<file path="src/rtl/fizzbuzz_mod_counter.sv">
// Residue counter modulo g_mod: loadable, advances by one and wraps at g_mod-1.
module fizzbuzz_mod_counter #(
    parameter int g_mod = 3,
    localparam int W = $clog2(g_mod)
) (
    input  logic         i_clk,
    input  logic         i_rst,
    input  logic         load,
    input  logic [W-1:0] load_val,
    input  logic         advance,
    output logic [W-1:0] value
);

    localparam logic [W-1:0] LAST = W'(g_mod - 1);
    localparam logic [W-1:0] ONE  = W'(1);

    always_ff @(posedge i_clk) begin
        if (i_rst) begin
            value <= '0;
        end else if (load) begin
            value <= load_val;
        end else if (advance) begin
            value <= (value == LAST) ? '0 : value + ONE;
        end
    end

endmodule

</file>
<file path="config.mk">
export PLATFORM = sky130hd
export DESIGN_NAME = fizzbuzz_mod_counter
export DESIGN_NICKNAME = d
export VERILOG_FILES = /design/src/rtl/fizzbuzz_mod_counter.sv
export SDC_FILE = /design/constraint.sdc
export NUM_CORES = 1
export LEC_CHECK = 0
export CORE_AREA = 2 2 39 41
export CTS_BUF_LIST = sky130_fd_sc_hd__clkbuf_4
export DETAILED_ROUTE_END_ITERATION = 16
export DIE_AREA = 0 0 41 43
export HOLD_SLACK_MARGIN = 0.08
export SLEW_MARGIN = 20
export SYNTH_ARGS = -nofsm -noshare
export SYNTH_HDL_FRONTEND = slang
export SYNTH_SLANG_ARGS = --single-unit
</file>
<file path="constraint.sdc">
create_clock -name i_clk -period 2.25 [get_ports i_clk]
set_clock_uncertainty 0.2 [all_clocks]
set_input_delay 0.45 -clock i_clk [delete_from_list [all_inputs] [get_ports i_clk]]
set_output_delay 0.45 -clock i_clk [all_outputs]
set_load 0.01 [all_outputs]
</file>
==> metrics.txt, run 1 <==
# TYPE chip_impl_metric gauge
chip_impl_info{name="status",value="completed"} 1
chip_impl_metric{name="drtAntennaViolNets",unit=""} 0
chip_impl_info{name="worst_hold_startpoint",value="value[1]"} 1
chip_impl_metric{name="routedWlPerCell",unit="um"} 7.41
chip_impl_metric{name="grt_overall_usage",unit=""} 0.0360
chip_impl_metric{name="irDropWorstVdd",unit="V"} 0.0000832
chip_impl_metric{name="design.final.nets",unit=""} 29
chip_impl_metric{name="syn2layout_area_growth",unit="%"} 103
chip_impl_metric{name="max_freq",unit="GHz"} 0.562
chip_impl_metric{name="cp_data_required_time",unit="ns"} 1.60
chip_impl_metric{name="floorplan.initialDensity",unit=""} 0.0787
chip_impl_metric{name="antenna_found_initial",unit=""} 0
chip_impl_info{name="reg2reg_to",value="value[0]"} 1
chip_impl_info{name="holdPathEnd",value="value[1]"} 1
chip_impl_info{name="largest_register",value="value"} 1
chip_impl_metric{name="clock_latency",unit="ns"} 0.23
chip_impl_info{name="tritoncts",value="done"} 1
chip_impl_metric{name="max_cap_violations",unit=""} 0
chip_impl_metric{name="path_clk_slew",unit="ns"} 0.03
chip_impl_metric{name="worst_ep_arrival_time",unit="ns"} 1.13
chip_impl_metric{name="timing.hold.worst_path_depth",unit=""} 2
chip_impl_metric{name="synth_sequential_area_ratio",unit=""} 0.368
chip_impl_metric{name="largest_register_ff_count",unit=""} 2
chip_impl_metric{name="detail_route.vias_per_cell",unit=""} 3.19
chip_impl_metric{name="report.final.slew_viol_count",unit=""} 0
chip_impl_metric{name="die-width",unit="um"} 41
chip_impl_metric{name="cts-hold-fix-buffers",unit=""} 0
chip_impl_info{name="critical-path-top-delay-family",value="buffers and inverters"} 1
chip_impl_metric{name="timing.reg2reg.setup_slack",unit="ns"} 1.02
chip_impl_metric{name="cts.htree.levels",unit=""} 1
chip_impl_metric{name="syn_inst",unit=""} 11
chip_impl_metric{name="crit_path_max_incr_delay",unit="ns"} 0.55
chip_impl_metric{name="ff2ff_path_depth",unit=""} 2
chip_impl_metric{name="antenna_cells_inserted",unit=""} 0
chip_impl_metric{name="hold_ws",unit="ns"} 0.333
chip_impl_metric{name="io_buffer_count",unit=""} 7
chip_impl_metric{name="drt-total-wl",unit="um"} 274
chip_impl_metric{name="gr-usage-met1",unit=""} 0.0286
chip_impl_info{name="kind_of_capture_point_of_the_worst_setup_path",value="output pin"} 1
chip_impl_metric{name="cts_made_buffers",unit=""} 3
chip_impl_info{name="r2r_start",value="value[0]"} 1
chip_impl_info{name="clk_root_buffer_cell",value="sky130_fd_sc_hd__clkbuf_4"} 1
chip_impl_metric{name="clock_sinks",unit=""} 2
chip_impl_metric{name="fraction_of_met3_tracks_used_by_global_routing",unit=""} 0.0157
chip_impl_metric{name="dr_total_vias",unit=""} 118
chip_impl_info{name="path_cells",value="clkdlybuf4s50_1"} 1
chip_impl_metric{name="critical_path_peak_fanout",unit=""} 4
chip_impl_info{name="hold_path_class",value="register to register"} 1
chip_impl_metric{name="gpl.final_weighted_congestion",unit=""} 0.434
chip_impl_metric{name="synth_fp_nets",unit=""} 17
chip_impl_info{name="setup_repair_after_global_routing_missed_its_margin",value="no"} 1
chip_impl_metric{name="drive_above_1_share",unit=""} 0.190
chip_impl_metric{name="boundaryPins",unit=""} 8
chip_impl_metric{name="syn-cell-area",unit="um^2"} 109
chip_impl_metric{name="timing.critical_path.buf_inv",unit=""} 1
chip_impl_info{name="grt_busiest_layer",value="met2"} 1
chip_impl_metric{name="power.static_leakage",unit="uW"} 0.0000785
chip_impl_metric{name="rows",unit=""} 14
chip_impl_metric{name="die-height",unit="um"} 43
chip_impl_metric{name="maxSlewHeadroom",unit=""} 0.863
chip_impl_metric{name="grt_pass1_vias",unit=""} 115
chip_impl_metric{name="ys_types",unit=""} 8
chip_impl_metric{name="final_min_period_over_clock_period",unit=""} 0.791
chip_impl_metric{name="synth-warning-count",unit=""} 0
chip_impl_metric{name="finalWorstPathRequiredPeriod",unit="ns"} 1.78
chip_impl_metric{name="totalNegativeSetupSlack",unit="ns"} 0
chip_impl_metric{name="drt_iter0_markers",unit=""} 0
chip_impl_metric{name="final_hold_viol_count",unit=""} 0
chip_impl_metric{name="detailedRoute.firstPassIterationCount",unit=""} 1
chip_impl_metric{name="finalSetupViolations",unit=""} 0
chip_impl_metric{name="grt_start_max_net_pins",unit=""} 5
chip_impl_metric{name="power-per-cell-area",unit="mW/mm^2"} 665
chip_impl_metric{name="post_cts_setup_buffer_count",unit=""} 0
chip_impl_metric{name="tightest_slew",unit="ns"} 0.204
chip_impl_metric{name="post_cts_resize_count",unit=""} 0
chip_impl_info{name="worst_path_slowest_cell",value="sky130_fd_sc_hd__clkdlybuf4s50_1"} 1
chip_impl_metric{name="gr-total-overflow",unit=""} 0
chip_impl_metric{name="avgSynthCellArea",unit="um^2"} 9.90
chip_impl_metric{name="grt_first_pass_wirelength",unit="um"} 400
chip_impl_info{name="setup.worst_path.class",value="register to output pin"} 1
chip_impl_metric{name="global_route.usage.met2",unit=""} 0.0563
chip_impl_metric{name="core_region_area",unit="mm^2"} 0.00138
chip_impl_info{name="worst_setup_path_start_kind",value="register"} 1
chip_impl_metric{name="fp.dieArea",unit="mm^2"} 0.00176
chip_impl_info{name="largestRegisters",value="value (2)"} 1
chip_impl_metric{name="ctsLongestPathBuffers",unit=""} 2
chip_impl_metric{name="drc",unit=""} 0
chip_impl_metric{name="ys_ff_latch",unit=""} 2
-- worst register-to-register path: stages, from the launching register on --
cell and delay [ns]:
sky130_fd_sc_hd__dfxtp_1 0.32, sky130_fd_sc_hd__or3b_1 0.39, sky130_fd_sc_hd__a311oi_2 0.23
-- stage by stage --
stage	std cells	instance area, um^2	utilization	power [uW]	setup slack [ns]
after detailed placement	34	199	0.144	66.8	0.396
after global routing	37	221	0.160	156	0.412
after floorplan	11	109	-	50.3	0.958
after CTS	37	221	0.160	154	0.457
after global placement	34	199	0.144	66.5	0.409
final	37	221	0.160	147	0.469
-- final cells by class --
cell class	instances	area, um^2
clock buffer	3	22.5
fill	166	1160
inverter	1	3.75
multi-input combinational	8	65.1
sequential	2	40.0
tap	16	20.0
timing repair buffer	7	70.1
-- report_power, final --
| group | total [uW] | switching [uW] | internal [uW] |
|---|---|---|---|
| Combinational | 24.8 | 7.68 | 17.1 |
| Sequential | 41.0 | 2.50 | 38.5 |
| Clock | 81.5 | 22.5 | 59.1 |
| Total | 147 | 32.7 | 115 |
-- cells in the final DEF (no fill, tap or decap) --
cell type,netlist,layout
sky130_fd_sc_hd__a311oi_1,1,1
sky130_fd_sc_hd__a311oi_2,1,1
sky130_fd_sc_hd__clkbuf_4,0,3
sky130_fd_sc_hd__clkdlybuf4s50_1,0,7
sky130_fd_sc_hd__dfxtp_1,2,2
sky130_fd_sc_hd__inv_1,1,1
sky130_fd_sc_hd__nand2b_1,2,2
sky130_fd_sc_hd__nand3b_1,1,1
sky130_fd_sc_hd__nor2b_1,2,2
sky130_fd_sc_hd__or3b_1,1,1
-- kinds of logic after synthesis --
| kind of cell | count (synthesis) | share of synthesized area |
|---|---|---|
| flops | 2 | 0.368 |
| compound gates | 2 | 0.218 |
| buf+inv | 1 | 0.0344 |
| simple gates | 6 | 0.379 |
-- cell usage after synthesis --
| library cell | number | area share |
|---|---|---|
| sky130_fd_sc_hd__a311oi_2 | 1 | 0.14 |
| sky130_fd_sc_hd__or3b_1 | 1 | 0.080 |
| sky130_fd_sc_hd__nand3b_1 | 1 | 0.069 |
| sky130_fd_sc_hd__a311oi_1 | 1 | 0.080 |
| sky130_fd_sc_hd__nand2b_1 | 2 | 0.11 |
| sky130_fd_sc_hd__nor2b_1 | 2 | 0.11 |
| sky130_fd_sc_hd__dfxtp_1 | 2 | 0.37 |
| sky130_fd_sc_hd__inv_1 | 1 | 0.034 |
-- how the worst max path moves through the flow --
stage	startpoint	slack, ns	cells after the start	to
final	value[0]	0.47	1	value[0]
after global routing	value[0]	0.41	1	value[0]
after CTS	value[0]	0.46	1	value[0]
after detailed placement	advance	0.40	3	value[0]
after global placement	advance	0.41	3	value[0]
after floorplan	advance	0.96	2	value[0]
-- metal layers --
metal  up-vias  routed length, um
li1         61                  -
met1        51                 91
met2         6                153
met3         0                 28
met4         0                  0
met5         -                  0
No activity file was read; power rests on OpenSTA's default activity.
==> inputs of run 2 (changes only) <==
- clock period: 2.25 -> 1.85 ns (I/O delays scaled with it)
==> metrics.txt, run 2 (synthesis gave the netlist of run 1 again) <==
# TYPE chip_impl_metric gauge
chip_impl_metric{name="grt_first_pass_wirelength",unit="um"} 365
chip_impl_info{name="tritoncts",value="done"} 1
chip_impl_info{name="largestRegisters",value="value (2)"} 1
chip_impl_metric{name="cp_data_required_time",unit="ns"} 1.28
chip_impl_metric{name="floorplan.initialDensity",unit=""} 0.0787
chip_impl_metric{name="gr-total-overflow",unit=""} 0
chip_impl_metric{name="cts.htree.levels",unit=""} 1
chip_impl_metric{name="report.final.slew_viol_count",unit=""} 0
chip_impl_metric{name="fp.dieArea",unit="mm^2"} 0.00176
chip_impl_metric{name="core_region_area",unit="mm^2"} 0.00138
chip_impl_info{name="reg2reg_to",value="value[0]"} 1
chip_impl_metric{name="timing.reg2reg.setup_slack",unit="ns"} 0.63
chip_impl_metric{name="rows",unit=""} 14
chip_impl_metric{name="hold_ws",unit="ns"} 0.326
chip_impl_metric{name="grt_pass1_vias",unit=""} 116
chip_impl_metric{name="tightest_slew",unit="ns"} 0.191
chip_impl_info{name="worst_setup_path_start_kind",value="register"} 1
chip_impl_metric{name="routedWlPerCell",unit="um"} 7.46
chip_impl_info{name="critical-path-top-delay-family",value="buffers and inverters"} 1
chip_impl_info{name="r2r_start",value="value[0]"} 1
chip_impl_metric{name="ctsLongestPathBuffers",unit=""} 2
chip_impl_info{name="worst_path_slowest_cell",value="sky130_fd_sc_hd__clkdlybuf4s50_1"} 1
chip_impl_metric{name="timing.hold.worst_path_depth",unit=""} 2
chip_impl_metric{name="finalSetupViolations",unit=""} 0
chip_impl_info{name="setup.worst_path.class",value="register to output pin"} 1
chip_impl_info{name="hold_path_class",value="register to register"} 1
chip_impl_metric{name="worst_ep_arrival_time",unit="ns"} 1.13
chip_impl_info{name="kind_of_capture_point_of_the_worst_setup_path",value="output pin"} 1
chip_impl_metric{name="critical_path_peak_fanout",unit=""} 4
chip_impl_metric{name="dr_total_vias",unit=""} 120
chip_impl_info{name="largest_register",value="value"} 1
chip_impl_metric{name="placement.cell_area",unit="um^2"} 199
chip_impl_metric{name="cts-hold-fix-buffers",unit=""} 0
chip_impl_metric{name="filler_cell_count",unit=""} 164
chip_impl_metric{name="antenna_cells_inserted",unit=""} 0
chip_impl_metric{name="clock_sinks",unit=""} 2
chip_impl_metric{name="final_area",unit="um^2"} 221
chip_impl_metric{name="drtAntennaViolNets",unit=""} 0
chip_impl_metric{name="design.final.nets",unit=""} 29
chip_impl_info{name="most_common_cell_after_layout_fill_and_taps_aside",value="sky130_fd_sc_hd__clkdlybuf4s50_1"} 1
chip_impl_metric{name="power-per-cell-area",unit="mW/mm^2"} 787
chip_impl_metric{name="ff2ff_path_depth",unit=""} 2
chip_impl_metric{name="syn2layout_area_growth",unit="%"} 103
chip_impl_metric{name="detail_route.vias_per_cell",unit=""} 3.24
chip_impl_info{name="setup_repair_after_global_routing_missed_its_margin",value="no"} 1
chip_impl_metric{name="io_buffer_count",unit=""} 7
chip_impl_metric{name="drive_above_1_share",unit=""} 0.190
chip_impl_metric{name="post-route-util",unit=""} 0.160
chip_impl_metric{name="final_hold_viol_count",unit=""} 0
chip_impl_metric{name="power.static_leakage",unit="uW"} 0.0000785
chip_impl_info{name="most_frequent_cells_in_the_layout",value="7 x sky130_fd_sc_hd__clkdlybuf4s50_1, 3 x sky130_fd_sc_hd__clkbuf_4, 2 x sky130_fd_sc_hd__nand2b_1, 2 x sky130_fd_sc_hd__nor2b_1, 2 x sky130_fd_sc_hd__dfxtp_1"} 1
chip_impl_metric{name="gpl.final_weighted_congestion",unit=""} 0.460
chip_impl_metric{name="crit_path_max_incr_delay",unit="ns"} 0.55
chip_impl_metric{name="grt_overall_usage",unit=""} 0.0410
chip_impl_metric{name="drt_iter0_markers",unit=""} 1
chip_impl_info{name="holdPathEnd",value="value[1]"} 1
chip_impl_metric{name="largest_register_ff_count",unit=""} 2
chip_impl_metric{name="cts_made_buffers",unit=""} 3
chip_impl_metric{name="clock_latency",unit="ns"} 0.22
chip_impl_metric{name="irDropWorstVdd",unit="V"} 0.0000856
chip_impl_metric{name="post_cts_setup_buffer_count",unit=""} 0
chip_impl_info{name="worst_hold_startpoint",value="value[1]"} 1
chip_impl_metric{name="maxSlewHeadroom",unit=""} 0.872
chip_impl_metric{name="max_cap_violations",unit=""} 0
chip_impl_info{name="status",value="completed"} 1
chip_impl_info{name="clk_root_buffer_cell",value="sky130_fd_sc_hd__clkbuf_4"} 1
chip_impl_info{name="path_cells",value="clkdlybuf4s50_1"} 1
chip_impl_metric{name="path_clk_slew",unit="ns"} 0.03
chip_impl_metric{name="drt-total-wl",unit="um"} 276
chip_impl_metric{name="p_total",unit="uW"} 174
chip_impl_metric{name="finalWorstPathRequiredPeriod",unit="ns"} 1.70
chip_impl_metric{name="boundaryPins",unit=""} 8
chip_impl_metric{name="antenna_found_initial",unit=""} 0
chip_impl_metric{name="grt_start_max_net_pins",unit=""} 5
chip_impl_metric{name="post_cts_resize_count",unit=""} 0
chip_impl_metric{name="drc",unit=""} 0
chip_impl_metric{name="die-height",unit="um"} 43
chip_impl_metric{name="totalNegativeSetupSlack",unit="ns"} 0
chip_impl_metric{name="final_min_period_over_clock_period",unit=""} 0.920
chip_impl_metric{name="timing.critical_path.buf_inv",unit=""} 1
chip_impl_metric{name="max_freq",unit="GHz"} 0.588
chip_impl_metric{name="die-width",unit="um"} 41
chip_impl_metric{name="place_hpwl",unit="um"} 217
chip_impl_metric{name="detailedRoute.firstPassIterationCount",unit=""} 2
[run 2: cell counts in the layout (fill, tap and decap cells not counted)]
Identical to the previous run, type by type.
[run 2: cell type report]
type | instances | area, um^2 | area share
clock buffers | 3 | 22.5 | 0.102
inverters | 1 | 3.75 | 0.0169
multi-input cells | 8 | 65.1 | 0.294
flip-flops and latches | 2 | 40.0 | 0.181
well taps | 16 | 20.0 | 0.0904
repair buffers | 7 | 70.1 | 0.316
[run 2: worst max path at each step]
stage | start | endpoint | depth (start not counted)
after floorplan | value[0] | value[0] | 2
after global placement | advance | value[0] | 3
after global routing | value[0] | value[0] | 1
final | value[1] | value[1] | 1
after detailed placement | advance | value[0] | 3
after CTS | value[1] | value[1] | 1
[run 2: stage by stage]
step	setup WS, ns	instances
2_1_floorplan	0.628	11
3_3_place_gp	0.111	34
3_5_place_dp	0.0938	34
4_1_cts	0.127	37
5_1_grt	0.0901	37
6_report	0.149	37
[run 2: metal layers]
| layer | GRT usage | up-vias | routed length (um) | part of all wire |
|---|---|---|---|---|
| met5 | 0 | - | 0 | 0 |
| met3 | 0.0157 | 2 | 30 | 0.11 |
| met2 | 0.0594 | 6 | 147 | 0.53 |
| met4 | 0.100 | 0 | 17 | 0.062 |
| met1 | 0.0127 | 51 | 81 | 0.29 |
| li1 | - | 61 | - | - |
[run 2: power breakdown]
group / internal (uW) / total (uW) / switching [uW] / leakage [uW]
clock: 71.4 / 94.4 / 23.0 / 0.0000138
sequential: 46.9 / 50.0 / 3.13 / 0.0000167
combinational: 20.8 / 29.8 / 8.98 / 0.0000480
total: 139 / 174 / 35.1 / 0.0000785
[run 2: worst min-delay path: cells and delay by family, from the launching register on]
family | cells | cell delay (ns)
and+or+nand+nor | 1 | 0.07
DFF | 1 | 0.32
AOI/OAI and AO/OA | 1 | 0.08
==> inputs of run 3 (changes only) <==
- ABC_AREA: not set -> 1
- SLEW_MARGIN: 20 -> not set
==> metrics.txt, run 3 <==
# TYPE chip_impl_metric gauge
chip_impl_metric{name="grt_pass1_vias",unit=""} 143
chip_impl_metric{name="io_buffer_count",unit=""} 7
chip_impl_info{name="hold_path_class",value="register to register"} 1
chip_impl_metric{name="die-height",unit="um"} 43
chip_impl_metric{name="ctsLongestPathBuffers",unit=""} 2
chip_impl_metric{name="syn-cell-area",unit="um^2"} 114
chip_impl_metric{name="clock_sinks",unit=""} 2
chip_impl_metric{name="synth-edff-count",unit=""} 0
chip_impl_metric{name="detail_route.vias_per_cell",unit=""} 3.06
chip_impl_metric{name="grt_overall_usage",unit=""} 0.0470
chip_impl_metric{name="synth_fp_nets",unit=""} 27
chip_impl_info{name="r2r_start",value="value[1]"} 1
chip_impl_metric{name="crit_path_max_incr_delay",unit="ns"} 0.55
chip_impl_metric{name="critical_path_peak_fanout",unit=""} 4
chip_impl_info{name="tritoncts",value="done"} 1
chip_impl_metric{name="synth-warning-count",unit=""} 0
chip_impl_metric{name="grt_start_max_net_pins",unit=""} 5
chip_impl_info{name="synth.top_cells.by_count",value="9 x sky130_fd_sc_hd__nand2_1, 5 x sky130_fd_sc_hd__inv_1, 3 x sky130_fd_sc_hd__nor2_1"} 1
chip_impl_metric{name="irDropWorstVdd",unit="V"} 0.000132
chip_impl_metric{name="die-width",unit="um"} 41
chip_impl_metric{name="gpl.final_weighted_congestion",unit=""} 0.558
chip_impl_info{name="dominantRegCellSynth",value="sky130_fd_sc_hd__dfxtp_1"} 1
chip_impl_metric{name="worst_ep_arrival_time",unit="ns"} 1.12
chip_impl_metric{name="boundaryPins",unit=""} 8
chip_impl_metric{name="synth_sequential_area_ratio",unit=""} 0.352
chip_impl_info{name="worst_path_slowest_cell",value="sky130_fd_sc_hd__clkdlybuf4s50_1"} 1
chip_impl_metric{name="rows",unit=""} 14
chip_impl_metric{name="drt-total-wl",unit="um"} 301
chip_impl_metric{name="post_cts_resize_count",unit=""} 0
chip_impl_metric{name="max_freq",unit="GHz"} 0.590
chip_impl_metric{name="drtAntennaViolNets",unit=""} 0
chip_impl_metric{name="core_region_area",unit="mm^2"} 0.00138
chip_impl_metric{name="post-synth-top-area-fraction",unit=""} 0.352
chip_impl_metric{name="power.static_leakage",unit="uW"} 0.000121
chip_impl_metric{name="cts_made_buffers",unit=""} 3
chip_impl_metric{name="finalWorstPathRequiredPeriod",unit="ns"} 1.69
chip_impl_info{name="post-synth-top-count-cell",value="sky130_fd_sc_hd__nand2_1"} 1
chip_impl_metric{name="final_hold_viol_count",unit=""} 0
chip_impl_metric{name="place_hpwl",unit="um"} 232
chip_impl_metric{name="syn2layout_area_growth",unit="%"} 98.9
chip_impl_metric{name="dr_total_vias",unit=""} 144
chip_impl_info{name="clk_root_buffer_cell",value="sky130_fd_sc_hd__clkbuf_4"} 1
chip_impl_metric{name="tightest_slew",unit="ns"} 0.145
chip_impl_info{name="setup.worst_path.class",value="register to output pin"} 1
chip_impl_metric{name="place_ws",unit="ns"} 0.349
chip_impl_metric{name="cts-hold-fix-buffers",unit=""} 0
chip_impl_metric{name="final_min_period_over_clock_period",unit=""} 0.916
chip_impl_metric{name="fp.dieArea",unit="mm^2"} 0.00176
chip_impl_metric{name="design.final.nets",unit=""} 39
chip_impl_metric{name="gr-total-overflow",unit=""} 0
chip_impl_metric{name="timing.reg2reg.setup_slack",unit="ns"} 0.93
chip_impl_metric{name="syn_inst",unit=""} 21
chip_impl_metric{name="cp_data_required_time",unit="ns"} 1.28
chip_impl_metric{name="report.final.slew_viol_count",unit=""} 0
chip_impl_metric{name="antenna_found_initial",unit=""} 0
chip_impl_metric{name="maxSlewHeadroom",unit=""} 0.903
chip_impl_metric{name="ff2ff_path_depth",unit=""} 5
chip_impl_metric{name="post_cts_setup_buffer_count",unit=""} 0
chip_impl_info{name="most_common_cell_after_layout_fill_and_taps_aside",value="sky130_fd_sc_hd__nand2_1"} 1
chip_impl_metric{name="grt_first_pass_wirelength",unit="um"} 434
chip_impl_info{name="netlist_top_cells_area",value="sky130_fd_sc_hd__dfxtp_1 35%, sky130_fd_sc_hd__nand2_1 30%, sky130_fd_sc_hd__inv_1 16%, sky130_fd_sc_hd__nor2_1 9.9%, sky130_fd_sc_hd__nand3_1 8.8%"} 1
chip_impl_metric{name="max_cap_violations",unit=""} 0
chip_impl_metric{name="cts.htree.levels",unit=""} 1
chip_impl_info{name="synth_top_cell_by_area",value="sky130_fd_sc_hd__dfxtp_1"} 1
chip_impl_metric{name="drt_iter0_markers",unit=""} 1
chip_impl_metric{name="drc",unit=""} 0
chip_impl_info{name="most_frequent_cells_in_the_layout",value="9 x sky130_fd_sc_hd__nand2_1, 7 x sky130_fd_sc_hd__clkdlybuf4s50_1, 5 x sky130_fd_sc_hd__inv_1, 3 x sky130_fd_sc_hd__nor2_1, 3 x sky130_fd_sc_hd__clkbuf_4"} 1
chip_impl_metric{name="largest_register_ff_count",unit=""} 2
chip_impl_metric{name="path_clk_slew",unit="ns"} 0.03
chip_impl_info{name="worst_setup_path_start_kind",value="register"} 1
chip_impl_metric{name="finalSetupViolations",unit=""} 0
chip_impl_metric{name="power-per-cell-area",unit="mW/mm^2"} 767
chip_impl_info{name="status",value="completed"} 1
chip_impl_metric{name="hold_ws",unit="ns"} 0.377
chip_impl_info{name="critical-path-top-delay-family",value="buffers and inverters"} 1
chip_impl_info{name="path_cells",value="clkdlybuf4s50_1"} 1
chip_impl_metric{name="setup_ws",unit="ns"} 0.155
chip_impl_info{name="reg2reg_to",value="value[1]"} 1
chip_impl_metric{name="routedWlPerCell",unit="um"} 6.40
chip_impl_info{name="holdPathEnd",value="value[1]"} 1
chip_impl_info{name="largestRegisters",value="value (2)"} 1
chip_impl_metric{name="drive_above_1_share",unit=""} 0.0968
chip_impl_metric{name="totalNegativeSetupSlack",unit="ns"} 0
chip_impl_metric{name="detailedRoute.firstPassIterationCount",unit=""} 4
chip_impl_metric{name="ys_ff_latch",unit=""} 2
chip_impl_metric{name="avgSynthCellArea",unit="um^2"} 5.42
chip_impl_info{name="kind_of_capture_point_of_the_worst_setup_path",value="output pin"} 1
chip_impl_metric{name="worst-path-stages",unit=""} 1
chip_impl_info{name="worst_hold_startpoint",value="value[1]"} 1
chip_impl_info{name="setup_repair_after_global_routing_missed_its_margin",value="no"} 1
chip_impl_metric{name="timing.hold.worst_path_depth",unit=""} 4
chip_impl_metric{name="synth_async_reset_ratio",unit=""} 0
chip_impl_metric{name="antenna_cells_inserted",unit=""} 0
chip_impl_metric{name="clock_latency",unit="ns"} 0.22
chip_impl_info{name="largest_register",value="value"} 1
chip_impl_metric{name="ys_types",unit=""} 5
chip_impl_metric{name="timing.critical_path.buf_inv",unit=""} 1
chip_impl_metric{name="p_total",unit="uW"} 174
chip_impl_metric{name="floorplan.initialDensity",unit=""} 0.0823
[run 3: changes by cell type in the layout (fill, tap and decap cells not counted), moves of 2 or more]
cell / previous run / this run
sky130_fd_sc_hd__inv_1: 1 / 5
sky130_fd_sc_hd__nand2_1: 0 / 9
sky130_fd_sc_hd__nand2b_1: 2 / 0
sky130_fd_sc_hd__nand3_1: 0 / 2
sky130_fd_sc_hd__nor2_1: 0 / 3
sky130_fd_sc_hd__nor2b_1: 2 / 0
[run 3: layer usage]
metal  vias to the layer above  wire length [um]  part of all wire  global-route usage
met5                         -                 0                 0                   0
met4                         0                 8             0.027               0.100
met3                         2                29             0.096              0.0314
met2                         5               141              0.47              0.0563
met1                        57               121              0.40              0.0255
li1                         80                 -                 -                   -
[run 3: cell families after synthesis]
kind of cell,share of synthesized area
DFF,0.352
and+or+nand+nor,0.483
buffers and inverters,0.165
[run 3: cell type report]
| type | instances | area, um^2 |
|---|---|---|
| Tap cell | 16 | 20.0 |
| Clock buffer | 3 | 22.5 |
| Fill cell | 168 | 1160 |
| Timing Repair Buffer | 7 | 70.1 |
| Sequential cell | 2 | 40.0 |
| Inverter | 5 | 18.8 |
| Multi-Input combinational cell | 14 | 55.1 |
[run 3: worst max path at each step]
stage	startpoint	endpoint	slack [ns]
4_1_cts	value[0]	value[0]	0.14
3_3_place_gp	load	value[1]	0.36
5_1_grt	value[0]	value[0]	0.12
6_report	value[0]	value[0]	0.16
3_5_place_dp	load	value[0]	0.35
2_1_floorplan	value[0]	value[0]	0.90
[run 3: stage by stage]
step | cell area (um^2) | util | std cells
3_3_place_gp | 204 | 0.147 | 44
4_1_cts | 226 | 0.164 | 47
2_1_floorplan | 114 | - | 21
5_1_grt | 226 | 0.164 | 47
3_5_place_dp | 204 | 0.147 | 44
6_report | 226 | 0.164 | 47
[run 3: power breakdown]
part	leakage (uW)	switching, uW	internal, uW
registers	0.0000165	2.34	46.5
logic	0.0000911	11.4	18.5
clock network	0.0000138	23.5	71.4
total	0.000121	37.3	136
